<file path="src/rtl/adder_tree_seq_if.sv">
// adder_tree_seq_if: lane bus into the adder tree and the reduced result back out.
// i_acc_last exists only when ADDER_TREE_ACC_EN is defined.
// master drives lanes/enable, slave (the tree) drives o_valid/o_data_bus.
interface adder_tree_seq_if #(
  parameter int DATA_WIDTH = 16,
  parameter int NUM_INPUT  = 8
);
  logic [NUM_INPUT-1:0]            i_valid;
  logic [NUM_INPUT*DATA_WIDTH-1:0] i_data_bus;
  logic                            i_en;
`ifdef ADDER_TREE_ACC_EN
  logic                            i_acc_last;
`endif
  logic                            o_valid;
  logic [DATA_WIDTH-1:0]           o_data_bus;

  modport master (
    output i_valid, i_data_bus, i_en,
`ifdef ADDER_TREE_ACC_EN
    output i_acc_last,
`endif
    input  o_valid, o_data_bus
  );

  modport slave (
    input  i_valid, i_data_bus, i_en,
`ifdef ADDER_TREE_ACC_EN
    input  i_acc_last,
`endif
    output o_valid, o_data_bus
  );
endinterface

</file>
<file path="src/rtl/adder_tree_seq.sv">
// adder_tree_seq: masked NUM_INPUT-lane wrap-around adder tree, one register level per tree level.
// Latency LOG2_NUM_INPUT cycles; one more with the ADDER_TREE_ACC_EN packet accumulator.
// i_en=0 freezes every stage and forces o_valid low; o_valid is the last-stage valid AND i_en.
module adder_tree_seq #(
  parameter int DATA_WIDTH     = 16,
  parameter int NUM_INPUT      = 8,   // power of two, >= 2
  parameter int LOG2_NUM_INPUT = 3    // must equal log2(NUM_INPUT)
) (
  input logic             clk,
  input logic             rst,
  adder_tree_seq_if.slave bus
);
  localparam int L = LOG2_NUM_INPUT;

  typedef logic [DATA_WIDTH-1:0] word_t;

  // Heap layout: node j has children 2j and 2j+1; leaves sit at NUM_INPUT..2*NUM_INPUT-1,
  // registered sums at 1..NUM_INPUT-1, node 1 is the root.
  word_t          tree     [2:2*NUM_INPUT-1];
  word_t          node_sum [1:NUM_INPUT-1];
  word_t          node_q   [1:NUM_INPUT-1];
  logic [L:1]     vld_q;
  logic [L:0]     stg_vld;
  logic           beat;
  word_t          res_dat;
  logic           res_vld;
  word_t          hold_q;

  // Index into stg_vld of the level that feeds node j (0 = incoming beat).
  function automatic int feed_idx(input int j);
    return L - $clog2(j + 1);
  endfunction

  assign stg_vld = {vld_q, beat};

  // Mask invalid lanes to zero and splice leaves and registered nodes into one array
  always_comb begin
    for (int k = 0; k < NUM_INPUT; k++) begin
      tree[NUM_INPUT + k] = bus.i_valid[k] ? bus.i_data_bus[k*DATA_WIDTH +: DATA_WIDTH] : '0;
    end
    for (int j = 2; j < NUM_INPUT; j++) begin
      tree[j] = node_q[j];
    end
  end

  // One wrapping DATA_WIDTH adder per node
  always_comb begin
    for (int j = 1; j < NUM_INPUT; j++) begin
      node_sum[j] = tree[2*j] + tree[2*j+1];
    end
  end

  // Advance all levels together on enabled cycles; data loads only behind a valid item
  always_ff @(posedge clk) begin
    if (rst) begin
      vld_q <= '0;
      for (int j = 1; j < NUM_INPUT; j++) node_q[j] <= '0;
    end else if (bus.i_en) begin
      vld_q <= stg_vld[L-1:0];
      for (int j = 1; j < NUM_INPUT; j++) begin
        if (stg_vld[feed_idx(j)]) node_q[j] <= node_sum[j];
      end
    end
  end

`ifdef ADDER_TREE_ACC_EN
  logic [L:1] lst_q;
  logic [L:0] stg_lst;
  word_t      acc_q;
  word_t      res_q;
  logic       res_vld_q;

  // An empty closing beat (no lanes valid, last set) still travels so the packet can finish
  assign beat    = (|bus.i_valid) | bus.i_acc_last;
  assign stg_lst = {lst_q, bus.i_acc_last};

  // Last flags ride alongside the valids
  always_ff @(posedge clk) begin
    if (rst) begin
      lst_q <= '0;
    end else if (bus.i_en) begin
      lst_q <= stg_lst[L-1:0];
    end
  end

  // Fold non-final tree results into the accumulator; a final one emits and clears it
  always_ff @(posedge clk) begin
    if (rst) begin
      acc_q     <= '0;
      res_q     <= '0;
      res_vld_q <= 1'b0;
    end else if (bus.i_en) begin
      res_vld_q <= 1'b0;
      if (stg_vld[L]) begin
        if (stg_lst[L]) begin
          res_q     <= acc_q + node_q[1];
          res_vld_q <= 1'b1;
          acc_q     <= '0;
        end else begin
          acc_q <= acc_q + node_q[1];
        end
      end
    end
  end

  assign res_dat = res_q;
  assign res_vld = res_vld_q;
`else
  assign beat    = |bus.i_valid;
  assign res_dat = node_q[1];
  assign res_vld = stg_vld[L];
`endif

  // Reset wins over enable, so nothing is presented while rst is high
  assign bus.o_valid    = res_vld & bus.i_en & ~rst;
  assign bus.o_data_bus = bus.o_valid ? res_dat : hold_q;

  // Keep the last transferred result on the bus between results
  always_ff @(posedge clk) begin
    if (rst) begin
      hold_q <= '0;
    end else if (bus.o_valid) begin
      hold_q <= res_dat;
    end
  end
endmodule

</file>
<file path="src/flat_wrapper.sv">
// flat-port wrapper written by rule: the top's interface ports become plain ports
module adder_tree_seq_flat 
#(
  parameter int DATA_WIDTH     = 16,
  parameter int NUM_INPUT      = 8,                        
  parameter int LOG2_NUM_INPUT = 3                                 
)
  (clk, rst, bus_i_valid, bus_i_data_bus, bus_i_en, bus_o_valid, bus_o_data_bus);
  adder_tree_seq_if #(.DATA_WIDTH(DATA_WIDTH), .NUM_INPUT(NUM_INPUT)) bus_i ();
  input logic clk;
  input logic rst;
  input wire logic [$bits(bus_i.i_valid)-1:0] bus_i_valid;
  input wire logic [$bits(bus_i.i_data_bus)-1:0] bus_i_data_bus;
  input wire logic [$bits(bus_i.i_en)-1:0] bus_i_en;
  output wire logic [$bits(bus_i.o_valid)-1:0] bus_o_valid;
  output wire logic [$bits(bus_i.o_data_bus)-1:0] bus_o_data_bus;
  assign bus_i.i_valid = bus_i_valid;
  assign bus_i.i_data_bus = bus_i_data_bus;
  assign bus_i.i_en = bus_i_en;
  assign bus_o_valid = bus_i.o_valid;
  assign bus_o_data_bus = bus_i.o_data_bus;
  adder_tree_seq #(.DATA_WIDTH(DATA_WIDTH), .NUM_INPUT(NUM_INPUT), .LOG2_NUM_INPUT(LOG2_NUM_INPUT)) u_core (.clk(clk), .rst(rst), .bus(bus_i));
endmodule
</file>
<file path="config.mk">
export PLATFORM = sky130hd
export DESIGN_NAME = adder_tree_seq_flat
export DESIGN_NICKNAME = d
export VERILOG_FILES = /design/src/rtl/adder_tree_seq_if.sv /design/src/rtl/adder_tree_seq.sv /design/src/flat_wrapper.sv
export SDC_FILE = /design/constraint.sdc
export NUM_CORES = 1
export LEC_CHECK = 0
export CELL_PAD_IN_SITES_DETAIL_PLACEMENT = 2
export CELL_PAD_IN_SITES_GLOBAL_PLACEMENT = 2
export CORE_UTILIZATION = 34
export DETAILED_ROUTE_END_ITERATION = 8
export PLACE_DENSITY = 0.82
export SYNTH_ARGS = -nofsm -noshare
export SYNTH_HDL_FRONTEND = slang
export SYNTH_SLANG_ARGS = --single-unit
</file>
<file path="constraint.sdc">
create_clock -name clk -period 3.6 [get_ports clk]
set_input_delay 0.36 -clock clk [delete_from_list [all_inputs] [get_ports clk]]
set_output_delay 0.36 -clock clk [all_outputs]
set_load 0.01 [all_outputs]
</file>
Word level (Yosys, flattened, before mapping)

Memories as Yosys holds them, arrays and structs flattened.
Index checks and enable logic that the tools add are counted.
Widths: inputs -> output; s select.

Add/subtract/negate cells: 7
Mux-type cells: 30
Bitwise operators: 10
Reductions and logical operators: 1

Operators by type and width:

| cell            | count |
|---|---|
| $mux 16         | 16 |
| $add 16x16->16  | 7 |
| $mux 1          | 14 |
| $reduce_or 8->1 | 1 |
| $or 1x1->1      | 7 |
| $and 1x1->1     | 2 |
| $not 1->1       | 1 |

Bits in registers: 19
Bits in writable memories: 112
Bits of input ports: 139
Output and inout bits: 17
Logic and storage cells: 51
Memories kept: 1

Memory list:

| name          | depth | width | rd ports | clocked after Yosys merged registers in | wr ports | line                 | text |
|---|---|---|---|---|---|---|---|
| u_core.node_q | 7     | 16    | 7        | 0                                       | 7        | adder_tree_seq.sv:21 | `word_t node_q [1:NUM_INPUT-1];` |

Depth between registers and ports, before layout

Gate-level depths: netlist of run 1.

Depth in word-level cells: 6
Depth in mapped cells: 10
Mapped depth without buffers: 9

Worst setup path after synthesis of run 1

No wires, ideal clock.

Path kind: input to register
Start: in rst
End: reg, netlist name u_core.node_q[0][100]
Library setup time: 433 ps
Data arrival time: 2,417 ps
Required time: 3,167 ps
Slack: 751 ps
Stages: 3
Path buffers: 2
Path through: clkbuf_1 > buf_2 > nand2b_1

RTL lines:

| what            | line               | text |
|---|---|---|
| start, declared | flat_wrapper.sv:11 | `input logic rst;` |

Final worst setup path of run 1

Start: in bus_i_en
End: out bus_o_data_bus[0]

Longest elaborated chain between the ends: 3

Ends and longest elaborated chain:

| what                     | line                  | text |
|---|---|---|
| start, declared          | flat_wrapper.sv:14    | `input wire logic [$bits(bus_i.i_en)-1:0] bus_i_en;` |
| $and 1x1->1 (2 in a row) | adder_tree_seq.sv:115 | `assign bus.o_valid = res_vld & bus.i_en & ~rst;` |
| $mux 16                  | adder_tree_seq.sv:116 | `assign bus.o_data_bus = bus.o_valid ? res_dat : hold_q;` |
| end, declared            | flat_wrapper.sv:16    | `output wire logic [$bits(bus_i.o_data_bus)-1:0] bus_o_data_bus;` |

No other way between the ends.

==> results.py, run 1 <==
metrics = {
    "detailed_routing": {
        "routed_via_density": 5.34,
        "wl_per_cell_um": 19.0,
        "drc": 0,
        "first_pass_iters": 4,
        "drtIter0Drc": 317,
        "num_vias": 9134,
        "ant_nets": 0,
        "totalWireLength_um": 32400,
    },
    "synth": {
        "syn_avg_cell_area_um2": 9.01,
        "ys_async_sr_fraction_pct": 0,
        "synthCells": 1147,
        "syn-cell-area_mm2": 0.0103,
        "synth_ff_type": "edfxtp_1",
        "yosysTopAreaCellShare_pct": 32.6,
        "synth_cell_types": 57,
        "yosysMostFrequentCell": "and2_1",
        "synth_area_leaders": "edfxtp_1 (33%), ha_1 (13%), and2_1 (8.1%)",
        "ys_top_cells_by_count": "and2_1 (133), nand2_1 (124), nor2_1 (118)",
        "synth-edff-count": 112,
        "ys_seq_elements": 131,
        "ys_seq_area_share_pct": 36.2,
        "synth.yosys.warnings": 0,
        "synth_fp_nets": 1398,
        "yosysTopAreaCell": "edfxtp_1",
    },
    "sta": {
        "relSlewSlack_pct": 40.4,
        "fmax_mhz": 336,
        "final.min_clock_period_ns": 2.98,
        "fin_crit_sh_pct": 82.8,
        "slew_violations": 0,
        "rsz0062_at_grt": "false",
        "worst_pin_slew_ns": 0.895,
        "finalWorstSetupSlack_ns": 0.620,
        "finalSetupTns_ns": 0,
        "holdWs_ns": 0.500,
        "finalSetupViolations": 0,
        "finalClockSkew_ns": 0.0149,
        "hold_violations": 0,
    },
    "worst_setup_path": {
        "reg2reg_slack_ns": 0.80,
        "cp_cell_sequence": "clkdlybuf4s50_1, nor2b_1, buf_4, nand2_1, buf_4, inv_2, nand2_1, nand2_1, clkdlybuf4s50_1",
        "startpoint_type": "input pin",
        "rr_startpoint": "u_core.node_q[0][96]$_SDFFCE_PN0P_",
        "regToRegEndpoint": "u_core.node_q[0][60]$_SDFFCE_PN0P_",
        "cp_data_required_time_ns": 3.24,
        "crit_fanout": 17,
        "crit_path_top_delay_cell": "clkdlybuf4s50_1",
        "cp-end-kind": "output port",
        "r2r_cells": 8,
        "cpMostUsedCell": "nand2_1",
        "arrival_ns": 2.62,
        "endpoint": "bus_o_data_bus[0]",
        "crit_path_max_incr_delay_ns": 0.60,
        "crit_start": "bus_i_en",
        "critPathKind": "in -> out",
    },
    "cts": {
        "cts_tree": "yes",
        "cts_hold_buf": 0,
        "root_buffer": "clkbuf_16",
        "clkSinkCount": 131,
        "cts_resized": 0,
        "cts.clk_slew.worst_paths_ns": 0.06,
        "cts-buffers-inserted": 17,
        "htreeDepth": 4,
        "clk_path_buf_depth": 2,
        "cts_setup_buffers": 0,
        "insertion_delay_ns": 0.43,
    },
    "final_layout": {
        "finalNonFillerCells": 1711,
        "areaGrowthSynthToFinish_pct": 26.0,
        "fin_nets": 1559,
        "drive_gt1_share_pct": 4.31,
        "fill_cells": 3248,
        "diodes": 0,
    },
    "global_routing": {
        "antenna_found_initial": 1,
        "grt_pass1_wl_um": 53500,
        "grt_max_degree": 38,
        "track_usage_pct": 21.7,
        "overflow": 0,
        "grt_pass1_vias": 10300,
    },
    "floorplan": {
        "fp.coreArea_mm2": 0.0298,
        "dieWidth_um": 176,
        "ios": 156,
        "row_count": 63,
        "die-area_mm2": 0.0311,
        "die_y_um": 176,
        "initial_core_util_pct": 34.7,
    },
    "pwr": {
        "p_total_mw": 4.90,
        "power_density_mw_per_mm2": 377,
        "ir_drop_uv": 278,
        "leakage_nw": 5.34,
    },
    "placement": {
        "dp_cells": 1679,
        "hpwl_um": 25300,
        "place_congestion": 0.858,
        "io_buffers": 155,
        "place_ws_ns": 0.178,
    },
    "run": {
        "maxCapViolations": 0,
    },
    "min_path": {
        "hold_class": "reg -> reg",
    },
    "run_status": {
        "outcome": "complete, no violations",
    },
}
## power by group
| group | internal [mW] | total (mW) | switching [mW] |
|---|---|---|---|
| Combinational | 0.554 | 1.26 | 0.704 |
| Clock | 1.10 | 1.82 | 0.724 |
| Sequential | 1.77 | 1.82 | 0.0561 |
## placed cells by master, fill, tap and decap left out, types with 9 or more instances in the layout
cell type	Yosys	final
xnor2_1	45	45
ha_1	105	105
dfxtp_1	19	19
a211oi_1	20	20
nor2_1	118	118
and3_1	11	11
a21o_1	33	33
inv_1	19	19
nand2_1	124	124
nand3_1	21	21
nor2b_1	22	22
and2_1	133	133
o21a_1	16	16
clkdlybuf4s50_1	0	155
buf_4	0	18
clkbuf_16	0	17
nor3_1	24	24
nand4_1	12	12
a21oi_1	78	78
edfxtp_1	112	112
o21ai_0	32	32
a31oi_1	9	9
o21ai_1	25	25
o21bai_1	13	13
xor2_1	31	31
## metrics by stage
stage	util, %	instance area, um^2
floorplan	-	10300
global placement	41.6	12400
detailed placement	41.6	12400
CTS	43.7	13000
global route	43.7	13000
finish	43.7	13000
## cell type report
type                    count  area (um^2)  area share (%)
repair buffers            174         1710            13.1
well taps                 390          488            3.75
clock inverters            14          178            1.37
clock buffers              18          429            3.30
multi-input cells         964         6390            49.1
inverters                  20         75.1           0.577
flip-flops and latches    131         3740            28.8
## state kept, by name, indices dropped and copies added, names as in the netlist
name and cells:
u_core.hold_q 16, u_core.node_q 112, u_core.vld_q 3
## critical path, delay by kind of cell
kind | cells | cell delay (ns)
AND/OR/NAND/NOR | 4 | 0.47
buffers and inverters | 5 | 1.78
## metal layers
metal | part of all wire [%] | up-vias | global-route usage [%]
li1 | - | 4456 | -
met1 | 45 | 4485 | 26.9
met2 | 51 | 168 | 39.4
met3 | 3.1 | 25 | 3.29
met4 | 1.3 | 0 | 5.04
met5 | 0 | - | 0
## cells by family after synthesis
kind of cell | share of synthesized area (%)
compound gates | 16.6
xor+xnor | 6.44
fa+ha+maj | 14.1
buf+inv | 1.90
flops | 36.2
mux | 0.291
simple gates | 24.5
## how the worst min path moves through the flow
| stage | slack [ns] | end | from | depth (start not counted) |
|---|---|---|---|---|
| after global routing | 0.52 | u_core.vld_q[2]$_SDFFE_PP0P_ | u_core.vld_q[2]$_SDFFE_PP0P_ | 2 |
| after CTS | 0.51 | u_core.vld_q[3]$_SDFFE_PP0P_ | u_core.vld_q[3]$_SDFFE_PP0P_ | 2 |
| after floorplan | 0.45 | u_core.vld_q[2]$_SDFFE_PP0P_ | u_core.vld_q[2]$_SDFFE_PP0P_ | 2 |
| final | 0.50 | u_core.vld_q[3]$_SDFFE_PP0P_ | u_core.vld_q[3]$_SDFFE_PP0P_ | 2 |
| after detailed placement | 0.48 | u_core.vld_q[2]$_SDFFE_PP0P_ | u_core.vld_q[2]$_SDFFE_PP0P_ | 2 |
| after global placement | 0.46 | u_core.vld_q[2]$_SDFFE_PP0P_ | u_core.vld_q[2]$_SDFFE_PP0P_ | 2 |
(Power assumes the default switching activity.)
==> run 2, diff against run 1 <==
--- a/config.mk
+++ b/config.mk
@@ -7,9 +7,9 @@
 export LEC_CHECK = 0
 export CELL_PAD_IN_SITES_DETAIL_PLACEMENT = 2
 export CELL_PAD_IN_SITES_GLOBAL_PLACEMENT = 2
-export CORE_UTILIZATION = 34
+export CORE_UTILIZATION = 31
 export DETAILED_ROUTE_END_ITERATION = 8
-export PLACE_DENSITY = 0.82
+export PLACE_DENSITY = 0.78
 export SYNTH_ARGS = -nofsm -noshare
 export SYNTH_HDL_FRONTEND = slang
 export SYNTH_SLANG_ARGS = --single-unit
==> constraint.sdc (replaced) <==
create_clock -name clk -period 2.5 [get_ports clk]
set_input_delay 0.25 -clock clk [delete_from_list [all_inputs] [get_ports clk]]
set_output_delay 0.25 -clock clk [all_outputs]
set_load 0.01 [all_outputs]
==> results.py, run 2 (synthesized netlist as in run 1, its figures left out) <==
metrics = {
    "final_layout": {
        "drive_gt1_share_pct": 17.3,
        "regMostFlops": "u_core.node_q",
        "fill_cells": 3580,
        "diodes": 0,
        "fin_area_mm2": 0.0146,
        "layout_commonest_cell": "buf_4",
        "fin_nets": 1721,
        "finalNonFillerCells": 1925,
        "reg.largest.list": "u_core.node_q: 112 flops, u_core.hold_q: 16 flops, u_core.vld_q: 3 flops",
        "layout_common_cells": "buf_4 (176), clkdlybuf4s50_1 (152), and2_1 (131), nand2_1 (123), nor2_1 (117)",
        "utilization_pct": 44.7,
        "largest_reg_flops": 112,
        "areaGrowthSynthToFinish_pct": 41.5,
    },
    "detailed_routing": {
        "totalWireLength_um": 38000,
        "routed-wl-met2_um": 20100,
        "num_vias": 10000,
        "first_pass_iters": 4,
        "drtIter0Drc": 308,
        "wl_met3_um": 1250,
        "top_layer_used": "met4",
        "met1_length_um": 15700,
        "drc": 0,
        "ant_nets": 0,
        "routed_via_density": 5.21,
        "wl_per_cell_um": 19.7,
    },
    "pwr": {
        "ir_drop_uv": 290,
        "power_density_mw_per_mm2": 530,
        "leakage_nw": 6.23,
    },
    "global_routing": {
        "grt_pass1_wl_um": 59400,
        "grt_pass1_vias": 11300,
        "antenna_found_initial": 0,
        "track_usage_pct": 22.5,
        "overflow": 0,
        "grt_max_degree": 65,
    },
    "worst_setup_path": {
        "critPathKind": "in -> reg",
        "cp-end-kind": "register",
        "crit_fanout": 2,
        "cp_data_required_time_ns": 2.70,
        "startpoint_type": "input pin",
        "arrival_ns": 2.75,
        "reg2reg_slack_ns": 0.08,
    },
    "sta": {
        "slew_violations": 0,
        "rsz0062_at_grt": "true",
        "fmax_mhz": 392,
        "hold_violations": 0,
        "finalSetupViolations": 2,
        "finalWorstSetupSlack_ns": -0.0494,
        "relSlewSlack_pct": 62.2,
        "fin_crit_sh_pct": 102,
        "worst_pin_slew_ns": 0.565,
        "final.min_clock_period_ns": 2.55,
        "holdWs_ns": 0.473,
        "finalClockSkew_ns": 0.0118,
    },
    "floorplan": {
        "dieWidth_um": 185,
        "row_count": 66,
        "die_y_um": 185,
        "initial_core_util_pct": 31.6,
        "die-area_mm2": 0.0341,
        "fp.coreArea_mm2": 0.0327,
        "ios": 156,
    },
    "placement": {
        "io_buffers": 155,
        "hpwl_um": 28700,
        "dp_cells": 1883,
        "place_congestion": 0.850,
        "place_ws_ns": -0.733,
        "placed_cell_area_mm2": 0.0136,
    },
    "cts": {
        "htreeDepth": 4,
        "insertion_delay_ns": 0.44,
        "cts-buffers-inserted": 17,
        "cts.clk_slew.worst_paths_ns": 0.06,
        "cts_tree": "yes",
        "root_buffer": "clkbuf_16",
        "clkSinkCount": 131,
        "clk_path_buf_depth": 2,
    },
    "run_status": {
        "violations": "setup timing",
        "outcome": "finished, violations left",
    },
    "run": {
        "maxCapViolations": 0,
    },
    "min_path": {
        "hold_class": "reg -> reg",
    },
}
-- run 2: cell count changes in the layout (fill, tap and decap cells not counted), moves of 4 or more --
cell and change:
buf_4 +158, a211oi_1 -9, a211oi_2 +8, a21oi_1 -7, a21oi_2 +6, ha_1 -6, bufinv_16 +4, clkbuf_1 +4
fa_1 -4, fa_2 +4, ha_2 +4, inv_6 -4
-- run 2: stage by stage --
| stage | setup TNS [ns] | power, mW |
|---|---|---|
| floorplan | 0 | 3.76 |
| global placement | -8.56 | 4.56 |
| detailed placement | -14.80 | 4.70 |
| CTS | 0 | 7.74 |
| global route | -0.359 | 8.06 |
| finish | -0.0608 | 7.74 |
-- run 2: power by group --
group	leakage, nW	total [mW]	switching, mW	internal, mW
Clock	0.316	2.97	0.998	1.97
Combinational	4.57	2.14	1.13	1.02
Sequential	1.35	2.63	0.0874	2.55
Total	6.23	7.74	2.21	5.53
-- run 2: layout make-up --
class	instances	area, um^2	share of cell area, %
clock buffer	22	444	3.04
clock inverter	10	229	1.57
inverter	20	75.1	0.514
multi-input combinational	964	6630	45.3
sequential	131	3740	25.6
tap	442	553	3.78
timing repair buffer	336	2950	20.2
-- run 2: timing repair --
item / 4_1_cts / 5_1_grt
buffers inserted: 7 / 3
pin swaps: 11 / 17
hold endpoints to repair: 0 / 0
gates resized for setup: 25 / 24
hold buffers: 0 / 0
endpoints found under the setup margin: 19 / 29
-- run 2: critical path, cell delays in order --
cell and delay (ns):
clkdlybuf4s50_1 0.41, and2_1 0.15, ha_2 0.19, fa_2 0.38, a211oi_4 0.30, buf_4 0.15, nor2_1 0.07, o41ai_2 0.32
buf_4 0.20, buf_4 0.11, xor2_1 0.16, nor2_1 0.06
-- run 2: path summary, 6_finish.rpt --
kind | from | end | cells after the start
worst max-delay path | bus_i_data_bus[64] | u_core.node_q[0][104]$_SDFFCE_PN0P_ | 12
worst min-delay path | u_core.vld_q[3]$_SDFFE_PP0P_ | u_core.vld_q[3]$_SDFFE_PP0P_ | 2
worst max register to register | u_core.node_q[0][32]$_SDFFCE_PN0P_ | u_core.node_q[0][28]$_SDFFCE_PN0P_ | 8
worst min register to register | u_core.vld_q[3]$_SDFFE_PP0P_ | u_core.vld_q[3]$_SDFFE_PP0P_ | 2
-- run 2: routing by layer --
layer,global-route usage (%),up-vias
li1,-,4776
met5,0,-
met2,43.1,221
met1,25.8,4970
met3,3.50,66
met4,5.67,0
